===== src/rtl/axi_lite_hex_pkg.sv =====
// Shared widths, read-FSM state type and the seven-segment lookup table
// for the AXI-Lite hex memory slave.
package axi_lite_hex_pkg;

  localparam int ADDR_W    = 4;
  localparam int DATA_W    = 4;
  localparam int MEM_DEPTH = 1 << ADDR_W;

  typedef enum logic {
    R_IDLE = 1'b0,
    R_DATA = 1'b1
  } rd_state_t;

  // Active-high {g,f,e,d,c,b,a} patterns for hex digits 0..F.
  localparam logic [6:0] SEG_LUT [16] = '{
    7'h3F, 7'h06, 7'h5B, 7'h4F, 7'h66, 7'h6D, 7'h7D, 7'h07,
    7'h7F, 7'h6F, 7'h77, 7'h7C, 7'h39, 7'h5E, 7'h79, 7'h71
  };

endpackage


===== src/rtl/hex_to_7seg.sv =====
// Purely combinational hex digit to active-high seven-segment decoder.
module hex_to_7seg
  import axi_lite_hex_pkg::*;
(
  input  logic [DATA_W-1:0] i_hex,
  output logic [6:0]        o_seg
);

  assign o_seg = SEG_LUT[i_hex];

endmodule


===== src/rtl/axi_lite_hex_mem.sv =====
// AXI-Lite-style slave over a 16x4 register memory; last read value is shown
// on one seven-segment digit. Define AXI_SEG_ACTIVE_LOW_EN for a common-anode digit.
module axi_lite_hex_mem
  import axi_lite_hex_pkg::*;
(
  input  logic              clk,
  input  logic              reset,
  output logic [7:0]        disp_hex_r,
  input  logic              ms_arvalid,
  input  logic [ADDR_W-1:0] SWM_arADDR,
  output logic              sm_arready,
  input  logic              ms_rready,
  output logic              sm_rvalid,
  input  logic              ms_awvalid,
  output logic              sm_awready,
  input  logic              ms_wvalid,
  input  logic [DATA_W-1:0] SWM_wdata,
  output logic              sm_wready
);

`ifdef AXI_SEG_ACTIVE_LOW_EN
  localparam logic [7:0] DISP_INV = 8'hFF;
`else
  localparam logic [7:0] DISP_INV = 8'h00;
`endif

  rd_state_t         r_rd_state;
  rd_state_t         w_rd_next;
  logic [DATA_W-1:0] r_rdata;
  logic [DATA_W-1:0] r_mem [MEM_DEPTH];
  logic              r_aw_captured;
  logic              r_w_captured;
  logic [ADDR_W-1:0] r_wr_addr;
  logic [DATA_W-1:0] r_wr_data;
  logic [7:0]        r_disp;

  logic [6:0]        w_seg;
  logic              w_aw_hs;
  logic              w_w_hs;
  logic              w_wr_commit;
  logic [ADDR_W-1:0] w_wr_addr;
  logic [DATA_W-1:0] w_wr_data;

  hex_to_7seg u_hex_to_7seg (
    .i_hex (r_rdata),
    .o_seg (w_seg)
  );

  assign w_aw_hs     = ms_awvalid && !r_aw_captured;
  assign w_w_hs      = ms_wvalid  && !r_w_captured;
  assign w_wr_commit = (r_aw_captured || w_aw_hs) && (r_w_captured || w_w_hs);
  assign w_wr_addr   = r_aw_captured ? r_wr_addr : SWM_arADDR;
  assign w_wr_data   = r_w_captured  ? r_wr_data : SWM_wdata;

  assign sm_awready  = !r_aw_captured;
  assign sm_wready   = !r_w_captured;
  assign disp_hex_r  = r_disp;

  // NOTE: every output of an always_comb is given a default first so no path leaves it unassigned (which would infer a latch).
  always_comb begin
    w_rd_next  = r_rd_state;
    sm_arready = 1'b0;
    sm_rvalid  = 1'b0;
    case (r_rd_state)
      R_IDLE: begin
        sm_arready = 1'b1;
        if (ms_arvalid) w_rd_next = R_DATA;
      end
      R_DATA: begin
        sm_rvalid = 1'b1;
        if (ms_rready) w_rd_next = R_IDLE;
      end
      default: w_rd_next = R_IDLE;
    endcase
  end

  // NOTE: non-blocking assignments make a same-edge read sample the memory before the write lands, so a colliding read returns old data.
  always_ff @(posedge clk) begin
    if (reset) begin
      r_rd_state    <= R_IDLE;
      r_rdata       <= '0;
      r_disp        <= DISP_INV;
      r_aw_captured <= 1'b0;
      r_w_captured  <= 1'b0;
      r_wr_addr     <= '0;
      r_wr_data     <= '0;
      // NOTE: the memory is a small register file that must reload its identity contents on reset, so it is reset in a loop rather than inferred as RAM.
      for (int i = 0; i < MEM_DEPTH; i++) r_mem[i] <= DATA_W'(i);
    end else begin
      r_rd_state <= w_rd_next;
      if (r_rd_state == R_IDLE && ms_arvalid) r_rdata <= r_mem[SWM_arADDR];
      if (r_rd_state == R_DATA && ms_rready) r_disp <= {1'b0, w_seg} ^ DISP_INV;

      if (w_wr_commit) begin
        r_mem[w_wr_addr] <= w_wr_data;
        r_aw_captured    <= 1'b0;
        r_w_captured     <= 1'b0;
      end else begin
        if (w_aw_hs) begin
          r_aw_captured <= 1'b1;
          r_wr_addr     <= SWM_arADDR;
        end
        if (w_w_hs) begin
          r_w_captured <= 1'b1;
          r_wr_data    <= SWM_wdata;
        end
      end
    end
  end

endmodule


===== config.mk =====
export PLATFORM = sky130hd
export DESIGN_NAME = axi_lite_hex_mem
export DESIGN_NICKNAME = d
export VERILOG_FILES = /design/src/rtl/axi_lite_hex_pkg.sv /design/src/rtl/hex_to_7seg.sv /design/src/rtl/axi_lite_hex_mem.sv
export SDC_FILE = /design/constraint.sdc
export NUM_CORES = 1
export LEC_CHECK = 0
export BUFFER_PORTS_ARGS = -buffer_cell sky130_fd_sc_hd__buf_2
export CORE_MARGIN = 2
export CORE_UTILIZATION = 30
export DETAILED_ROUTE_END_ITERATION = 12
export SYNTH_ARGS = -nofsm -noshare
export SYNTH_HDL_FRONTEND = slang
export SYNTH_SLANG_ARGS = --single-unit
export TNS_END_PERCENT = 1

===== constraint.sdc =====
create_clock -name clk -period 1.7 [get_ports clk]
set_input_delay 0.085 -clock clk [delete_from_list [all_inputs] [get_ports clk]]
set_output_delay 0.085 -clock clk [all_outputs]
set_load 0.02 [all_outputs]

# Word-level counts from Yosys, hierarchy flattened
# Memory sizes are Yosys's and may differ from the RTL's. A register that Yosys moved wholly into a read port is not among the register bits.
# Cells that the tools add are included.
[totals] word_cells=38 mem_bits_rw=64 romBits=112 reg_bits=11 inputBits=14 memories=2 out_inout_bits=12
[memory_table] memory="(name not given)" words=16 width=7 read_ports=1 rd_clocked_by_memory_dff=1 write_ports=0 line="hex_to_7seg.sv:9" rtl="assign o_seg = SEG_LUT[i_hex];"
[memory_table] memory="r_mem" words=16 width=4 read_ports=1 rd_clocked_by_memory_dff=1 write_ports=16 line="axi_lite_hex_mem.sv:30" rtl="logic [DATA_W-1:0] r_mem [MEM_DEPTH];"
[classes] reduce_logical=13 n_bitwise=3 muxes=15
[op_table] op="$mux 4" count=4
[op_table] op="$mux 1" count=10
[op_table] op="$logic_and 1x1->1" count=5
[op_table] op="$not 4->5" count=1
[op_table] op="$reduce_and 2->1" count=2
[op_table] op="$reduce_or 4->1" count=1
[op_table] op="$logic_not 1->1" count=2
[op_table] op="$logic_or 1x1->1" count=2
[op_table] op="$not 1->1" count=2
[op_table] op="$pmux 1 s2" count=1
[op_table] op="$reduce_or 2->1" count=1

# Depth between registers and ports, before layout
[logic_depth] word_depth=9 ltp_mapped=6 depth_no_buf=6

# By module
# From an unflattened synthesis, not the netlist that was laid out.
[hier_totals] cells_unflattened=349 area_unflattened_um2=4254.1
[by_module_without_submodules] module="axi_lite_hex_mem" area_each_um2=3967.6 instances=1 seq_area_each_um2=2362.3 cells_per_inst=316
[by_module_without_submodules] module="hex_to_7seg" area_each_um2=286.5 instances=1 seq_area_each_um2=0.0 cells_per_inst=33

# Least setup slack after synthesis
# No wires, ideal clock.
[synth_path] kind="reg-to-reg" start="register r_aw_captured" end="memory r_mem[15][0] (enable)" path_stages_with_launch=5 setup_ns=0.307 required_time_ns=1.393 n_path_buf=0 path_slack_ns=0.010 arrival_time_ns=1.383 period_less_slack_ns=1.690 cell_sequence="dfxtp_1 -> nand3b_1 -> a2111oi_4 -> and2_1 -> or2_1"
[synth_rtl] element="start: declaration" line="axi_lite_hex_mem.sv:31" rtl="logic r_aw_captured;"
[synth_rtl] element="start signal: assignment" line="axi_lite_hex_mem.sv:83" rtl="r_aw_captured <= 1'b0;"
[synth_rtl] element="start signal: assignment" line="axi_lite_hex_mem.sv:96" rtl="r_aw_captured <= 1'b0;"
[synth_rtl] element="start signal: assignment" line="axi_lite_hex_mem.sv:100" rtl="r_aw_captured <= 1'b1;"
[synth_rtl] element="end: declaration" line="axi_lite_hex_mem.sv:30"

==> reports/metrics.yaml <==
logic_synthesis:
  synth_simple_gate_area_frac: 0.177
  synth-async-reset-ratio: 0
  synth_adder_area_share: 0.0206
  ys_types: 48
  ys_ff_latch: 86
  syn_nets: 366
  synth_top_family_by_area: "simple AND/OR/NAND/NOR gates"
  synth_area_um2: 4240
  synthCells: 345
  synth-compound-area-share: 0.0634
  synthXorXnorAreaFrac: 0
  synthMuxAreaShare: 0.147
  yosysWarnings: 0
  synth_ff_type: "edfxtp_1"
  postSynthAreaPerCell_um2: 12.3
  synth_edf_count: 64
  synth_seq_area_share: 0.557
worst_setup_path:
  worstSetupEndpointType: "register"
  cp_max_fo: 21
  path_class: "register to register"
  worstPathRequired_ns: 1.78
  start_kind: "register"
  crit_arrival_ns: 1.75
layout:
  design_area_um2: 5370
  drive_above_1_share: 0.328
  utilization: 0.388
  antenna_cells: 0
  nets: 431
  layout_commonest_cell: "edfxtp_1"
  area_growth_pct: 26.6
  final_cell_mix: "64 x edfxtp_1, 54 x nor2_1, 40 x buf_4, 32 x nand2_1, 24 x buf_2"
  filler_cell_count: 1286
die:
  die_w_um: 123
  start_util: 0.307
  core_um2: 13800
  io_pins: 26
  die-area_um2: 15100
  die_height_um: 123
  num_rows: 43
detailed_routing:
  drt-initial-drc-count: 186
  wl_per_cell_um: 15.5
  firstDrtPassIters: 4
  viasPerCell: 4.78
  ant_nets: 0
  drc: 0
  detail_route.wirelength_um: 9220
  vias: 2843
timing:
  fin_crit_ns: 1.67
  slew_viol_final: 0
  hold_viol: 0
  whs_ns: 0.00505
  fmax_mhz: 599
  finalCritPeriodShare: 0.982
  rsz0062_at_grt: "true"
  setup_tns_ns: 0
  finClkSkew_ns: 0.00587
  finalWorstSetupSlack_ns: 0.0308
  setup_viol: 0
clock_network:
  cts_tree: "done"
  cts_sinks: 86
  path_clk_slew_ns: 0.06
  clkLatencyLatePin_ns: 0.33
  htreeDepth: 3
  cts.root.buffer_cell: "clkbuf_16"
  clock_path_buffers: 2
  cts_made_buffers: 9
grt:
  grt_max_degree: 22
  grt_pass1_vias: 2901
  groute.usage.overall: 0.134
  antenna_found_initial: 0
  grt_pass1_wl_um: 15200
  grt.overflow.total: 0
run:
  drv_cap: 0
pwr:
  ir_worst_vdd_mv: 0.572
  powerDensity_nw_per_um2: 935
  leakage_nw: 1.95
place:
  placedInstanceArea_um2: 4910
  hpwlAfterDp_um: 6740
  gp_congestion: 0.782
  dp_slack_ns: -0.0802
  numPortBuffers: 24
hold_path:
  min_path_type: "input pin to register"
status:
  status: "completed"
metrics by stage:
stage,power (mW),std cells
5_1_grt,5.22,595
3_5_place_dp,3.02,574
2_1_floorplan,2.78,345
6_report,5.02,595
4_1_cts,5.05,594
3_3_place_gp,3.00,574
per-layer routing:
metal  up-vias  GRT usage  share of wire
li1       1393          -              -
met1      1389      0.162           0.43
met2        52      0.240           0.53
met3         9     0.0277          0.035
met4         0     0.0366          0.010
met5         -          0              0
final cells by class:
class / instances / area [µm²] / area share
Clock buffer: 12 / 289 / 0.0538
Clock inverter: 4 / 31.3 / 0.00582
Inverter: 9 / 33.8 / 0.00629
Multi-Input combinational cell: 229 / 1830 / 0.341
Sequential cell: 86 / 2370 / 0.441
Tap cell: 180 / 225 / 0.0419
Timing Repair Buffer: 75 / 593 / 0.110
registers in the layout, indices dropped and copies added, names as in the netlist:
name,cells
r_aw_captured,1
r_wr_data,4
r_mem,64
disp_hex_r,7
r_w_captured,1
r_rdata,4
r_wr_addr,4
r_rd_state,1
worst max-delay path, cell delays in order (launching register included):
cell and delay, ns:
dfxtp_4 0.36, nor2_1 0.30, nor3_2 0.10, buf_12 0.17, and3_1 0.16, or2_2 0.32
power by group:
| part | total [mW] | switching, mW | internal (mW) |
|---|---|---|---|
| registers | 2.36 | 0.0441 | 2.32 |
| logic | 0.633 | 0.345 | 0.288 |
| clock network | 2.02 | 0.804 | 1.22 |
cells by family (layout without fill, tap and decap cells):
kind of cell,count (synthesis),count (layout)
flops,86,86
other cells,1,1
fa+ha+maj,7,7
mux,41,41
simple gates,150,150
compound gates,30,30
buf+inv,30,100
synth_stat cells (2+ instances only):
library cell	n	share of area
a2bb2oi_1	2	0.0041
and3_1	6	0.0088
nand2b_1	13	0.019
buf_4	4	0.0071
inv_1	8	0.0071
a211o_1	2	0.0041
and2_1	3	0.0044
or2_1	3	0.0044
mux4_2	17	0.090
nor4b_4	2	0.011
a21oi_1	7	0.0083
a211oi_1	2	0.0035
ha_1	7	0.021
edfxtp_1	64	0.45
or2_2	2	0.0029
mux2_2	2	0.0053
nor2b_1	4	0.0059
nor3_1	2	0.0024
and2b_1	2	0.0035
or3_1	3	0.0044
nand2_1	32	0.028
nor4_1	2	0.0029
buf_2	6	0.0071
clkbuf_1	9	0.0080
nand4_1	4	0.0059
mux2i_1	22	0.052
nand3_1	14	0.017
a32o_1	2	0.0047
o32ai_2	2	0.0077
a221oi_1	2	0.0041
o21ai_0	4	0.0047
nor2_1	54	0.048
dfxtp_1	22	0.10
path summary, 6_finish.rpt:
kind | start | to | cells after the start | slack, ns
hold reg to reg | disp_hex_r[4] | disp_hex_r[4] | 2 | 0.45
setup / recovery | r_aw_captured | r_mem[11][3] | 5 | 0.03
hold / removal | SWM_wdata[0] | r_wr_data[0] | 3 | 0.005
setup reg to reg | r_aw_captured | r_mem[11][3] | 5 | 0.03
what timing repair did:
item / in CTS / in global routing
setup endpoints to repair: 47 / 74
resized for setup: 3 / 19
hold buffers: 3 / 0
hold endpoints to repair: 3 / 0
setup buffers: 1 / 1
pin swaps: 1 / 2
No activity file was read; power rests on OpenSTA's default activity.
